### src/rtl/spi_flash_reader_pkg.sv
// Shared definitions for the SPI flash read engine: opcode, frame sizes,
// FSM state encoding and the command/address frame builder.
package spi_flash_reader_pkg;

   localparam logic [7:0] CMD_READ_DEF = 8'h03;
   localparam int         SPI_BITS_TX  = 32;
   localparam int         SPI_BITS_RX  = 8;
   localparam int         SPI_BITS_ALL = SPI_BITS_TX + SPI_BITS_RX;

   typedef enum logic [2:0] {
      ST_IDLE     = 3'd0,
      ST_CS_SETUP = 3'd1,
      ST_SEND     = 3'd2,
      ST_RECV     = 3'd3,
      ST_CS_HOLD  = 3'd4
   } state_e;

   function automatic logic [31:0] make_frame(input logic [7:0] cmd, input logic [23:0] addr);
      return {cmd, addr};
   endfunction

endpackage

### src/rtl/spi_flash_reader_sck_div.sv
// SCK half-period divider: one tick every CLK_DIV cycles while enabled,
// alternating rise/fall ticks; counter and phase are cleared while idle.
module spi_flash_reader_sck_div #(
   parameter int CLK_DIV = 2
) (
   input  logic clk,
   input  logic rst,
   input  logic en_i,
   output logic rise_tick_o,
   output logic fall_tick_o
);
   localparam int            CW   = $clog2(CLK_DIV) + 1;
   localparam logic [CW-1:0] LAST = CW'(CLK_DIV - 1);

   logic [CW-1:0] cnt_q, cnt_d;
   logic          hi_q, hi_d;
   logic          tick_s;

   // Half-period counter and SCK phase next-state
   always_comb begin
      tick_s = en_i && (cnt_q == LAST);
      cnt_d  = cnt_q;
      hi_d   = hi_q;
      if (!en_i) begin
         cnt_d = '0;
         hi_d  = 1'b0;
      end else if (tick_s) begin
         cnt_d = '0;
         hi_d  = ~hi_q;
      end else begin
         cnt_d = cnt_q + CW'(1);
      end
   end

   // Divider registers
   always_ff @(posedge clk) begin
      if (rst) begin
         cnt_q <= '0;
         hi_q  <= 1'b0;
      end else begin
         cnt_q <= cnt_d;
         hi_q  <= hi_d;
      end
   end

   assign rise_tick_o = tick_s & ~hi_q;
   assign fall_tick_o = tick_s & hi_q;

endmodule

### src/rtl/spi_flash_reader.sv
// SPI-flash read engine: on a trigger edge sends READ + 24-bit address in mode 0,
// shifts back one data byte and exposes it with a busy flag for CPU polling.
module spi_flash_reader
   import spi_flash_reader_pkg::*;
#(
   parameter int         CLK_DIV  = 2,
   parameter logic [7:0] CMD_READ = CMD_READ_DEF
) (
   input  logic        clk,
   input  logic        rst,
   input  logic [23:0] spi_addr,
   input  logic        spi_trigger,
   output logic [7:0]  spi_data_out,
   output logic        spi_busy,
   output logic        flash_cs_n,
   output logic        flash_sck,
   output logic        flash_mosi,
   input  logic        flash_miso
);
   localparam logic [5:0] LAST_TX  = 6'(SPI_BITS_TX - 1);
   localparam logic [5:0] LAST_BIT = 6'(SPI_BITS_ALL - 1);

   state_e      state_q, state_d;
   logic        trig_q;
   logic [31:0] shift_q, shift_d;
   logic [7:0]  rx_q, rx_d;
   logic [7:0]  data_q, data_d;
   logic [5:0]  bit_q, bit_d;
   logic        cs_n_q, cs_n_d;
   logic        sck_q, sck_d;
   logic        mosi_q, mosi_d;
   logic        busy_q, busy_d;
   logic        start_s, rise_s, fall_s, div_en_s;

   assign start_s  = spi_trigger & ~trig_q & (state_q == ST_IDLE);
   assign div_en_s = (state_q != ST_IDLE);

   spi_flash_reader_sck_div #(.CLK_DIV(CLK_DIV)) u_sck_div (
      .clk         (clk),
      .rst         (rst),
      .en_i        (div_en_s),
      .rise_tick_o (rise_s),
      .fall_tick_o (fall_s)
   );

   // State, datapath and output registers
   always_ff @(posedge clk) begin
      if (rst) begin
         state_q <= ST_IDLE;
         trig_q  <= 1'b1;
         shift_q <= 32'h0000_0000;
         rx_q    <= 8'h00;
         data_q  <= 8'h00;
         bit_q   <= 6'd0;
         cs_n_q  <= 1'b1;
         sck_q   <= 1'b0;
         mosi_q  <= 1'b0;
         busy_q  <= 1'b0;
      end else begin
         state_q <= state_d;
         trig_q  <= spi_trigger;
         shift_q <= shift_d;
         rx_q    <= rx_d;
         data_q  <= data_d;
         bit_q   <= bit_d;
         cs_n_q  <= cs_n_d;
         sck_q   <= sck_d;
         mosi_q  <= mosi_d;
         busy_q  <= busy_d;
      end
   end

   // Next-state logic; CS_HOLD is the extra high-phase half after the last bit
   always_comb begin
      state_d = state_q;
      case (state_q)
         ST_IDLE:     if (start_s) state_d = ST_CS_SETUP; else state_d = ST_IDLE;
         ST_CS_SETUP: if (rise_s) state_d = ST_SEND; else state_d = ST_CS_SETUP;
         ST_SEND:     if (fall_s && bit_q == LAST_TX) state_d = ST_RECV; else state_d = ST_SEND;
         ST_RECV:     if (rise_s && bit_q == LAST_BIT) state_d = ST_CS_HOLD; else state_d = ST_RECV;
         ST_CS_HOLD:  if (fall_s) state_d = ST_IDLE; else state_d = ST_CS_HOLD;
         default:     state_d = ST_IDLE;
      endcase
   end

   // Output and datapath next values; bit_q tracks the bit whose SCK high is current
   always_comb begin
      shift_d = shift_q;
      rx_d    = rx_q;
      data_d  = data_q;
      bit_d   = bit_q;
      cs_n_d  = cs_n_q;
      sck_d   = sck_q;
      mosi_d  = mosi_q;
      busy_d  = busy_q;
      case (state_q)
         ST_IDLE: begin
            if (start_s) begin
               shift_d = make_frame(CMD_READ, spi_addr);
               mosi_d  = CMD_READ[7];
               rx_d    = 8'h00;
               bit_d   = 6'd0;
               cs_n_d  = 1'b0;
               busy_d  = 1'b1;
            end else begin
               sck_d = 1'b0;
            end
         end
         ST_CS_SETUP: begin
            if (rise_s) sck_d = 1'b1; else sck_d = 1'b0;
         end
         ST_SEND: begin
            if (rise_s) begin
               sck_d = 1'b1;
               bit_d = bit_q + 6'd1;
            end else if (fall_s) begin
               sck_d   = 1'b0;
               shift_d = {shift_q[30:0], 1'b0};
               mosi_d  = shift_q[30];
            end else begin
               sck_d = sck_q;
            end
         end
         ST_RECV: begin
            if (rise_s && bit_q != LAST_BIT) begin
               sck_d = 1'b1;
               bit_d = bit_q + 6'd1;
               rx_d  = {rx_q[6:0], flash_miso};
            end else if (fall_s) begin
               sck_d = 1'b0;
            end else begin
               sck_d = sck_q;
            end
         end
         ST_CS_HOLD: begin
            if (fall_s) begin
               cs_n_d = 1'b1;
               busy_d = 1'b0;
               data_d = rx_q;
            end else begin
               sck_d = 1'b0;
            end
         end
         default: begin
            cs_n_d = 1'b1;
            sck_d  = 1'b0;
            busy_d = 1'b0;
         end
      endcase
   end

   assign spi_data_out = data_q;
   assign spi_busy     = busy_q;
   assign flash_cs_n   = cs_n_q;
   assign flash_sck    = sck_q;
   assign flash_mosi   = mosi_q;

endmodule

### config.mk
export PLATFORM = sky130hd
export DESIGN_NAME = spi_flash_reader
export DESIGN_NICKNAME = d
export VERILOG_FILES = /design/src/rtl/spi_flash_reader_pkg.sv /design/src/rtl/spi_flash_reader_sck_div.sv /design/src/rtl/spi_flash_reader.sv
export SDC_FILE = /design/constraint.sdc
export NUM_CORES = 1
export LEC_CHECK = 0
export ABC_AREA = 1
export BUFFER_PORTS_ARGS = -buffer_cell sky130_fd_sc_hd__buf_2
export CORE_MARGIN = 3
export CORE_UTILIZATION = 49
export CTS_CLUSTER_DIAMETER = 30
export DETAILED_ROUTE_END_ITERATION = 10
export PLACE_DENSITY = 0.77
export SYNTH_ARGS = -nofsm -noshare
export SYNTH_HDL_FRONTEND = slang
export SYNTH_SLANG_ARGS = --single-unit
### constraint.sdc
create_clock -name clk -period 3.9 [get_ports clk]
set_input_delay 0.195 -clock clk [delete_from_list [all_inputs] [get_ports clk]]
set_output_delay 0.195 -clock clk [all_outputs]
set_load 0.005 [all_outputs]
==> metrics.txt <==
status finished clean; GPL Wtd Cong 0.8451; crit path capture type flip-flop; reg2reg setup slack 1.61 ns; Layout Utilization 59.68%; # port buffers 39; Die Ht 84.25 um; Max-slew headroom 56.51%; total power 1490 uW; Critical Path Most Common Cell nor2_8; Synth area leader dfxtp_1; core box area approximately 5700 um2; worst-skew pair later-pin latency 0.33 ns; first-pass GRT wire length roughly 11 mm; Die ar. 7098 um2; gr ovfl total 0; YS warnings 0; GRT Resource Usage Total 18.04%; Mean Syn Cell Area 7.230 um2; Avg WL per Cell 11.78 um; DRC errors left 0; type of the tightest min-delay check in2reg; Tightest Pin Transition 0.6500 ns; CP Launch Type flip-flop; post-route setup TNS 0 ns; PD cells 437.4 nW/um2; Peak VDD IR 0.0002088 V; RSZ-0062 raised after global routing no; sequential fraction of the synthesis area 42.70%; PostCTS Resize Cnt 0; Worst Setup Path Type reg2reg; Final WS setup 1.614 ns; CP delay by family, top simple AND/OR/NAND/NOR gates; CTS H-Tree Depth 3; clock root cell clkbuf_8; Post-synth ARST share 0%; mean number of vias per cell 5.032; dpl hpwl 4.167 mm; fmax 437.4 MHz; Pre-Repair DR Iteration Count 4; worst path bufs/invs 3; die width 84.25 um; Place WS about 1.6 ns; most common cell in the netlist nand2_1; largest net degree at the start of global routing 49; Final period util 58.62%; Synthesized Nets approximately 450; critical path depth 9; Top-Level Pins 40; TritonCTS clock tree yes; CTS sink count 64; top post-synthesis cells by count 107 x nand2_1, 91 x nor2_1, 64 x dfxtp_1, 23 x o21ai_1, 22 x o21ai_0; Final Hold Vio Count 0; R2R depth 9; post-CTS setup buffer count 0; Post-Syn Area about 3000 um2; Synth Flop Type dfxtp_1; Yosys top cell area share approximately 43%; clk_skew 0.008442 ns; worst path arrival time 2.51 ns; Antenna Nets Post-Route 0; nets@finish 479; crit path cell chain inv_2 > nand2_4 > nor2_8 > inv_2 > nor2_8 > nor2_8 > clkinv_4 > nor2_1 > nor2_1; vias in the first global route 2420; CP max stage delay between 0.3 and 0.4 ns; Slew Limit Fails 0; share of cells above drive strength 1 17.40%; Iteration-0 DRC Markers 120; required time of the critical path 4.12 ns; Yosys reg bits 64; Synth-to-Final Area Change 13.55%; CP Max Fanout 31; hold path cells 2; CTS buffer count 9; synth unique cells 31; Max-Cap Viols 0; # setup viols final 0; # hold bufs at CTS 0; Cells after Synth between 400 and 500; starting density of the core 52.55%; fin crit period 2.286 ns; top area cells in the synthesized netlist dfxtp_1 43%, nand2_1 13%, nor2_1 11%; drt total wl 6.196 mm; vias 2647; initial antenna violation count 0; critical path's slowest cell dfxtp_1; Clock Pin Slew Worst Setup and Hold Paths 0.08 ns; Diodes inserted 0; leakage power 0.001543 uW; # rows 27; EDFF count, synth 0; maximum clock path buffer count 2
layout by cell type (no fill, tap or decap):
master / count
clkinv_2: 1
nor2_8: 3
dfxtp_1: 64
nand3_1: 17
inv_1: 18
buf_4: 1
clkinv_4: 3
a31oi_1: 1
o21ai_1: 23
nand2_1: 107
a21oi_4: 1
inv_2: 5
nor2_4: 3
nand2_2: 1
nand2_4: 3
a21oi_1: 18
or2_2: 2
o21bai_1: 2
a22oi_1: 6
clkbuf_8: 9
clkinvlp_4: 1
o21ai_0: 22
o21bai_4: 1
nor3b_1: 1
a21o_1: 1
buf_2: 39
nand3_4: 3
bufinv_16: 3
nor3_1: 2
nor2_1: 91
ha_1: 2
state kept, by name, summed over array words and instances (netlist names):
register	cells
trig_q	1
u_sck_div.hi_q	1
flash_sck	1
bit_q	6
u_sck_div.cnt_q	2
shift_q	31
rx_q	8
flash_mosi	1
state_q	3
flash_cs_n	1
spi_data_out	8
spi_busy	1
power by group:
group          switching [uW]  leakage (uW)  internal, uW
clock network             271      0.000119           425
registers                14.0      0.000520           676
logic                    61.9      0.000903          42.0
area by class of cell:
cell class | count | area [um2]
fillers | 543 | 2302
multi-input cells | 310 | 1494
flip-flops and latches | 64 | 1281
repair buffers | 40 | 202.7
clock buffers | 9 | 123.9
clock inverters | 7 | 120.1
inverters | 24 | 95.09
well taps | 72 | 90.09
final timing paths:
check	end	startpoint
worst min-delay path	trig_q	spi_trigger
worst min register to register	u_sck_div.cnt_q[0]	u_sck_div.cnt_q[0]
worst max register to register	shift_q[8]	state_q[2]
worst max-delay path	shift_q[8]	state_q[2]
through the flow:
step	cell area, um2	std cells	hold WS, ns
after detailed placement	3163	510	0.4016
after CTS	3407	526	0.05196
after global routing	3407	526	0.06857
final	3407	526	0.06288
after global placement	3163	510	0.3946
after floorplan	3000	415	0.2641
metal layers:
metal	share of wire (%)	wire, um	vias to the layer above	global-route usage, %
li1	-	-	1400	-
met5	0	0	-	0
met4	1.4	87	0	7.602
met3	3.7	229	8	4.220
met2	46	2847	38	29.56
met1	49	3032	1201	22.73
cell families after synthesis:
kind of cell / after synthesis / synth area share, %
and+or+nand+nor: 233 / 34.82
AOI/OAI and AO/OA: 75 / 14.14
adders and majority gates: 2 / 0.8339
DFF: 64 / 42.70
buffers and inverters: 41 / 7.506
No activity file was read; power rests on OpenSTA's default activity.
